**src/rtl/imm_extend_pipe.sv**
```systemverilog
`default_nettype none
// ============================================================================
//  Module   : imm_extend_pipe
//  Purpose  : Registered immediate extender with a valid/ready handshake.
//             Decodes I/S/B/J/U, CSR zimm and shift-amount immediates and
//             flags the illegal select code. An optional two-entry skid buffer
//             lets the producer and consumer stall independently. A saturating
//             counter records the cycles the output spends stalled.
//  Revision : 1.0 - initial release
// ============================================================================
module imm_extend_pipe #(
   parameter int XLEN  = 32,
   parameter int SKID  = 1,
   parameter int CNT_W = 16
) (
   input  logic             clk,
   input  logic             reset,
   input  logic             in_valid,
   output logic             in_ready,
   input  logic [24:0]      Instr,
   input  logic [2:0]       ImmSrc,
   output logic             out_valid,
   input  logic             out_ready,
   output logic [XLEN-1:0]  ImmExt,
   output logic             ImmIllegal,
   output logic [CNT_W-1:0] StallCount
);

   // Immediate select codes
   localparam logic [2:0] c_src_i  = 3'b000;
   localparam logic [2:0] c_src_s  = 3'b001;
   localparam logic [2:0] c_src_b  = 3'b010;
   localparam logic [2:0] c_src_j  = 3'b011;
   localparam logic [2:0] c_src_u  = 3'b100;
   localparam logic [2:0] c_src_z  = 3'b101;
   localparam logic [2:0] c_src_sh = 3'b110;

   localparam logic [CNT_W-1:0] c_cnt_max = {CNT_W{1'b1}};

   // Instr carries instruction bits [31:7], so instruction bit k sits at
   // Instr[k-7]; e.g. the sign bit (31) is Instr[24].
   logic [31:0]     w_imm32;
   logic            w_ill;
   logic            w_sh_hi;
   logic [XLEN-1:0] w_imm;
   logic [CNT_W-1:0] r_stall;

   // The 64-bit datapath takes a 6-bit shift amount (instruction bit 25)
   assign w_sh_hi = (XLEN == 64) ? Instr[18] : 1'b0;

   // Decode to a 32-bit word; bit 31 of this word is the correct fill bit for
   // every mode, since Z/SH/illegal leave it clear.
   always_comb begin
      w_imm32 = 32'd0;
      w_ill   = 1'b0;
      case (ImmSrc)
         c_src_i:  w_imm32 = {{20{Instr[24]}}, Instr[24:13]};
         c_src_s:  w_imm32 = {{20{Instr[24]}}, Instr[24:18], Instr[4:0]};
         c_src_b:  w_imm32 = {{20{Instr[24]}}, Instr[0], Instr[23:18], Instr[4:1], 1'b0};
         c_src_j:  w_imm32 = {{12{Instr[24]}}, Instr[12:5], Instr[13], Instr[23:14], 1'b0};
         c_src_u:  w_imm32 = {Instr[24:5], 12'd0};
         c_src_z:  w_imm32 = {27'd0, Instr[12:8]};
         c_src_sh: w_imm32 = {26'd0, w_sh_hi, Instr[17:13]};
         default:  w_ill   = 1'b1;
      endcase
   end

   generate
      if (XLEN == 64) begin : g_x64
         assign w_imm = {{(XLEN-32){w_imm32[31]}}, w_imm32};
      end else begin : g_x32
         assign w_imm = w_imm32;
      end

      if (XLEN != 32 && XLEN != 64) begin : g_bad_xlen
         $error("imm_extend_pipe: XLEN must be 32 or 64");
      end

      if (SKID != 0) begin : g_skid
         logic            r_out_v;
         logic            r_out_ill;
         logic [XLEN-1:0] r_out_imm;
         logic            r_skid_v;
         logic            r_skid_ill;
         logic [XLEN-1:0] r_skid_imm;
         logic            r_rdy;
         logic            w_in_xfer;
         logic            w_out_free;

         assign w_in_xfer  = in_valid && r_rdy;
         assign w_out_free = !r_out_v || out_ready;

         // Output register refills from the skid entry first, so order is kept;
         // in_ready is registered and tracks "skid entry empty".
         always_ff @(posedge clk or posedge reset) begin
            if (reset) begin
               r_out_v    <= 1'b0;
               r_out_ill  <= 1'b0;
               r_out_imm  <= '0;
               r_skid_v   <= 1'b0;
               r_skid_ill <= 1'b0;
               r_skid_imm <= '0;
               r_rdy      <= 1'b1;
            end else if (w_out_free) begin
               if (r_skid_v) begin
                  // in_ready is low while the skid is full, so no new input here
                  r_out_v   <= 1'b1;
                  r_out_imm <= r_skid_imm;
                  r_out_ill <= r_skid_ill;
                  r_skid_v  <= 1'b0;
                  r_rdy     <= 1'b1;
               end else if (w_in_xfer) begin
                  r_out_v   <= 1'b1;
                  r_out_imm <= w_imm;
                  r_out_ill <= w_ill;
               end else begin
                  r_out_v   <= 1'b0;
               end
            end else if (w_in_xfer) begin
               r_skid_v   <= 1'b1;
               r_skid_imm <= w_imm;
               r_skid_ill <= w_ill;
               r_rdy      <= 1'b0;
            end
         end

         assign in_ready   = r_rdy;
         assign out_valid  = r_out_v;
         assign ImmExt     = r_out_imm;
         assign ImmIllegal = r_out_ill;
      end else begin : g_noskid
         logic            r_out_v;
         logic            r_out_ill;
         logic [XLEN-1:0] r_out_imm;
         logic            w_rdy;

         assign w_rdy = !r_out_v || out_ready;

         // Single output stage; it can load whenever it is empty or draining
         always_ff @(posedge clk or posedge reset) begin
            if (reset) begin
               r_out_v   <= 1'b0;
               r_out_ill <= 1'b0;
               r_out_imm <= '0;
            end else if (w_rdy) begin
               r_out_v <= in_valid;
               if (in_valid) begin
                  r_out_imm <= w_imm;
                  r_out_ill <= w_ill;
               end
            end
         end

         assign in_ready   = w_rdy;
         assign out_valid  = r_out_v;
         assign ImmExt     = r_out_imm;
         assign ImmIllegal = r_out_ill;
      end
   endgenerate

   // Count stalled output cycles, sticking at the maximum instead of wrapping
   always_ff @(posedge clk or posedge reset) begin
      if (reset) begin
         r_stall <= '0;
      end else if (out_valid && !out_ready && (r_stall != c_cnt_max)) begin
         r_stall <= r_stall + 1'b1;
      end
   end

   assign StallCount = r_stall;

endmodule
`default_nettype wire

```
**config.mk**
```make
export PLATFORM = sky130hd
export DESIGN_NAME = imm_extend_pipe
export DESIGN_NICKNAME = d
export VERILOG_FILES = /design/src/rtl/imm_extend_pipe.sv
export SDC_FILE = /design/constraint.sdc
export NUM_CORES = 1
export LEC_CHECK = 0
export CORE_ASPECT_RATIO = 0.7
export CORE_MARGIN = 2
export CORE_UTILIZATION = 47
export DETAILED_ROUTE_END_ITERATION = 10
export PLACE_DENSITY = 0.77
export SETUP_SLACK_MARGIN = 0.05
export SLEW_MARGIN = 10
export SYNTH_ARGS = -nofsm -noshare
export SYNTH_HDL_FRONTEND = slang
export SYNTH_SLANG_ARGS = --single-unit
```
**constraint.sdc**
```tcl
create_clock -name clk -period 2.4 [get_ports clk]
set_input_delay 0.24 -clock clk [delete_from_list [all_inputs] [get_ports clk]]
set_output_delay 0.24 -clock clk [all_outputs]
set_load 0.005 [all_outputs]
```
==> impl_results.rst <==
.. list-table::
   :header-rows: 1

   * - Metric
     - Value
   * - Outcome
     - completed
   * - Number of cells produced by synthesis
     - 440
   * - Core Util, Final
     - 62.8%
   * - Number of fillers in the final layout
     - between 700 and 800
   * - Fraction of synthesized area in multiplexers
     - around 4.0%
   * - DRC violation count after routing
     - 0
   * - I/O Pins
     - 83
   * - Final setup violation count
     - 0
   * - Resize count post-CTS
     - 0
   * - Clock input transition at the sequential cells of the worst setup and hold paths
     - 0.06 ns
   * - Antenna Nets Post-Route
     - 0
   * - Largest net degree at the start of global routing
     - between 80 and 90
   * - X dimension of the die
     - 117 um
   * - Crit path kind
     - reg2reg
   * - Share of cells above drive strength 1
     - 9.36%
   * - Worst VDD drop
     - 0.480 mV
   * - Number of standard-cell rows in the floorplan
     - 28
   * - Area growth from synthesis to layout
     - 28.9%
   * - Post-Syn Nets
     - 473
   * - Starting Density
     - 48.8%
   * - Final-stage net count
     - 542
   * - Global-route wire length before repair
     - 16600 um
   * - Sink Count
     - between 80 and 90
   * - Number of design-rule violations left by the first detailed-router iteration
     - 247
   * - # placed instances
     - 618
   * - Seq/Total Area, Yosys
     - 51.1%
   * - Synth unique cells
     - 45
   * - Chip height
     - 82.8 um
   * - Placed Area
     - 5080 um^2
   * - Latest clock arrival within the worst-skew pair
     - 0.34 ns
   * - Vias after detailed routing
     - ~3600
   * - Max-slew violation total from the final report
     - 0
   * - Number of search-and-repair iterations in the first detailed-routing pass
     - 4
   * - Final routed wire length divided by cell count
     - approximately 16 um
   * - Number of flops mapped to enable cells by yosys
     - 0
   * - Clock tree from TritonCTS
     - done
   * - Final Cycle Share
     - ~87%
   * - Total number of yosys warnings
     - 0
   * - Routability Congestion
     - roughly 0.84
   * - Static leakage
     - 0.00230 uW
   * - Final global-route overflow total
     - 0
   * - Hold crit path type
     - in2async
   * - Cts hold-fix bufs
     - 0
   * - Synth async-reset ratio
     - 100%
   * - Antenna violations before repair
     - 0
   * - Root Driver
     - clkbuf_16
   * - Transition time at the pin with the least slew margin
     - 0.669 ns
   * - Placeable Area
     - ~8500 um^2
   * - Die Area
     - 9650 um^2
   * - Netlist area before placement
     - around 4200 um^2
   * - Buffers on Ports
     - 82
   * - Post-Synthesis Mean Instance Area
     - approximately 9.5 um^2
   * - Slew margin rel.
     - between 50% and 60%
   * - FF+latch count, synth
     - between 80 and 90
   * - Combinational family with the most area after synthesis
     - compound AO/OA/AOI/OAI gates
   * - Most common flop cell mapped by yosys
     - dfrtp_1
   * - Post-synthesis simple-gate area fraction
     - 15.0%
   * - Metal1 wirelength
     - ~4700 um
   * - Maximum buffer depth of the clock tree
     - 2
   * - Power Density
     - 997 nW/um^2
   * - Wire length on met3
     - 680 um
   * - CTS H-Tree Depth
     - 3
   * - Via count normalized by instance count
     - 5.64
   * - Post-Route Setup TNS
     - 0 ns
   * - Buffers inserted by post-CTS timing repair
     - 0
   * - Data required time of the worst path
     - 2.65 ns
   * - Setup crit start kind
     - register
   * - Aggregate global-route resource usage
     - 22.8%
   * - Final Worst Setup Slack
     - 0.320 ns
   * - Max Fclk
     - 481 MHz
   * - Met2 wire len
     - 4880 um
   * - Highest metal layer used by the detailed router
     - met4
   * - Setup repair after global routing missed its margin
     - false
   * - Final non-filler cell area
     - 5370 um^2
   * - Period minus WS final
     - ~2.1 ns
   * - Post-detail-place hpwl
     - 7270 um
   * - Via count of the first global-routing pass
     - 3301
   * - Total wire length
     - 10400 um
   * - Number of diodes added for antenna fixing
     - 0
   * - Inserted Clock Buffers
     - 9
   * - Setup clock skew after layout
     - 0.00502 ns
   * - Post-synthesis xor/xnor area fraction
     - 3.60%
   * - Total count of hold-check failures in the final report
     - 0
   * - Post-placement setup slack
     - 0.0925 ns
   * - Synth Area in Adders
     - 0.300%
   * - Signal arrival time at the worst endpoint
     - 2.33 ns
   * - Compound-Gate Fraction of Synth Area
     - 21.6%
   * - Crit. End Element
     - register
   * - Number of max-cap violations
     - 0
   * - Peak fanout along the critical path
     - 17
   * - Post-route insts no fill
     - roughly 630
## critical path: stages (launching register included)
cell,delay (ns)
dfrtp_1,0.40
nor2b_1,0.21
buf_4,0.17
nor2_2,0.48
nand2_1,0.43
o21ai_0,0.29
## layout by cell type (no fill, tap or decap), types with 7 or more instances in the layout
cell | Yosys | final
a211oi_1 | 16 | 16
a21oi_1 | 49 | 49
and3_1 | 14 | 14
buf_4 | 5 | 12
clkbuf_16 | 0 | 9
clkdlybuf4s50_1 | 0 | 82
dfrtp_1 | 84 | 84
mux2_2 | 8 | 8
nand2_1 | 61 | 61
nand2b_1 | 7 | 7
nand4_1 | 7 | 7
nor2_1 | 11 | 11
o21ai_0 | 58 | 58
o21ai_1 | 19 | 19
o22a_1 | 8 | 8
xor2_1 | 9 | 9
## sequential cells by signal, indices dropped and copies added (netlist names)
| signal | count |
|---|---|
| g_skid.r_skid_imm | 32 |
| out_valid | 1 |
| ImmIllegal | 1 |
| ImmExt | 32 |
| StallCount | 16 |
| in_ready | 1 |
| g_skid.r_skid_v | 1 |
| g_skid.r_skid_ill | 1 |
## routing by layer
layer | track usage (%) | up-vias
met2 | 35.9 | 130
met3 | 5.30 | 16
met1 | 31.2 | 1728
met4 | 8.82 | 0
li1 | - | 1698
met5 | 0 | -
## cell usage after synthesis (2+ instances only)
library cell / number / area share (%)
dfrtp_1: 84 / 50
nand2_1: 61 / 5.5
o21ai_0: 58 / 7.0
a21oi_1: 49 / 5.9
o21ai_1: 19 / 2.3
clkbuf_1: 18 / 1.6
a211oi_1: 16 / 2.9
and3_1: 14 / 2.1
buf_2: 11 / 1.3
nor2_1: 11 / 0.99
xor2_1: 9 / 1.9
mux2_2: 8 / 2.2
o22a_1: 8 / 1.7
nand2b_1: 7 / 1.1
nand4_1: 7 / 1.1
mux2i_1: 6 / 1.4
buf_4: 5 / 0.90
nand3_1: 5 / 0.60
nor2b_1: 5 / 0.75
xnor2_1: 5 / 1.1
a22oi_1: 4 / 0.72
inv_1: 3 / 0.27
and2_1: 2 / 0.30
buf_1: 2 / 0.18
nor2_2: 2 / 0.30
nor4_1: 2 / 0.30
## logic make-up after synthesis
| family | Yosys count |
|---|---|
| compound gates | 159 |
| mux | 15 |
| xor+xnor | 15 |
| buf+inv | 40 |
| simple gates | 125 |
| flops | 85 |
| fa+ha+maj | 1 |
## cell type report
class	count	area (um^2)	share of cell area, %
sequential	85	2130	39.6
multi-input combinational	315	1860	34.6
timing repair buffer	95	931	17.3
clock buffer	10	229	4.26
tap	120	150	2.80
clock inverter	5	61.3	1.14
inverter	3	15.0	0.280
## power breakdown
group	total, uW	switching, uW	leakage (uW)	internal, uW
clock network	1360	561	0.000131	804
logic	1680	769	0.00106	914
registers	2310	345	0.00110	1960
total	5350	1670	0.00230	3680
## path summary, 6_finish.rpt
kind	end	cells past startpoint	slack (ns)	start
setup reg to reg	ImmExt[14]	5	0.32	out_valid
hold / removal	g_skid.r_skid_ill	3	0.37	reset
setup / recovery	ImmExt[14]	5	0.32	out_valid
hold reg to reg	g_skid.r_skid_imm[1]	2	0.47	g_skid.r_skid_imm[1]
min in group clk	g_skid.r_skid_imm[1]	2	0.47	g_skid.r_skid_imm[1]
max in group asynchronous	ImmExt[23]	3	1.67	reset
## stage by stage
stage	power (uW)	hold WS, ns
final	5350	0.371
after global routing	5670	0.431
after CTS	5410	0.398
after detailed placement	4010	0.462
after global placement	3930	0.453
after floorplan	3070	0.376
Power figures use the tool's default switching activity.
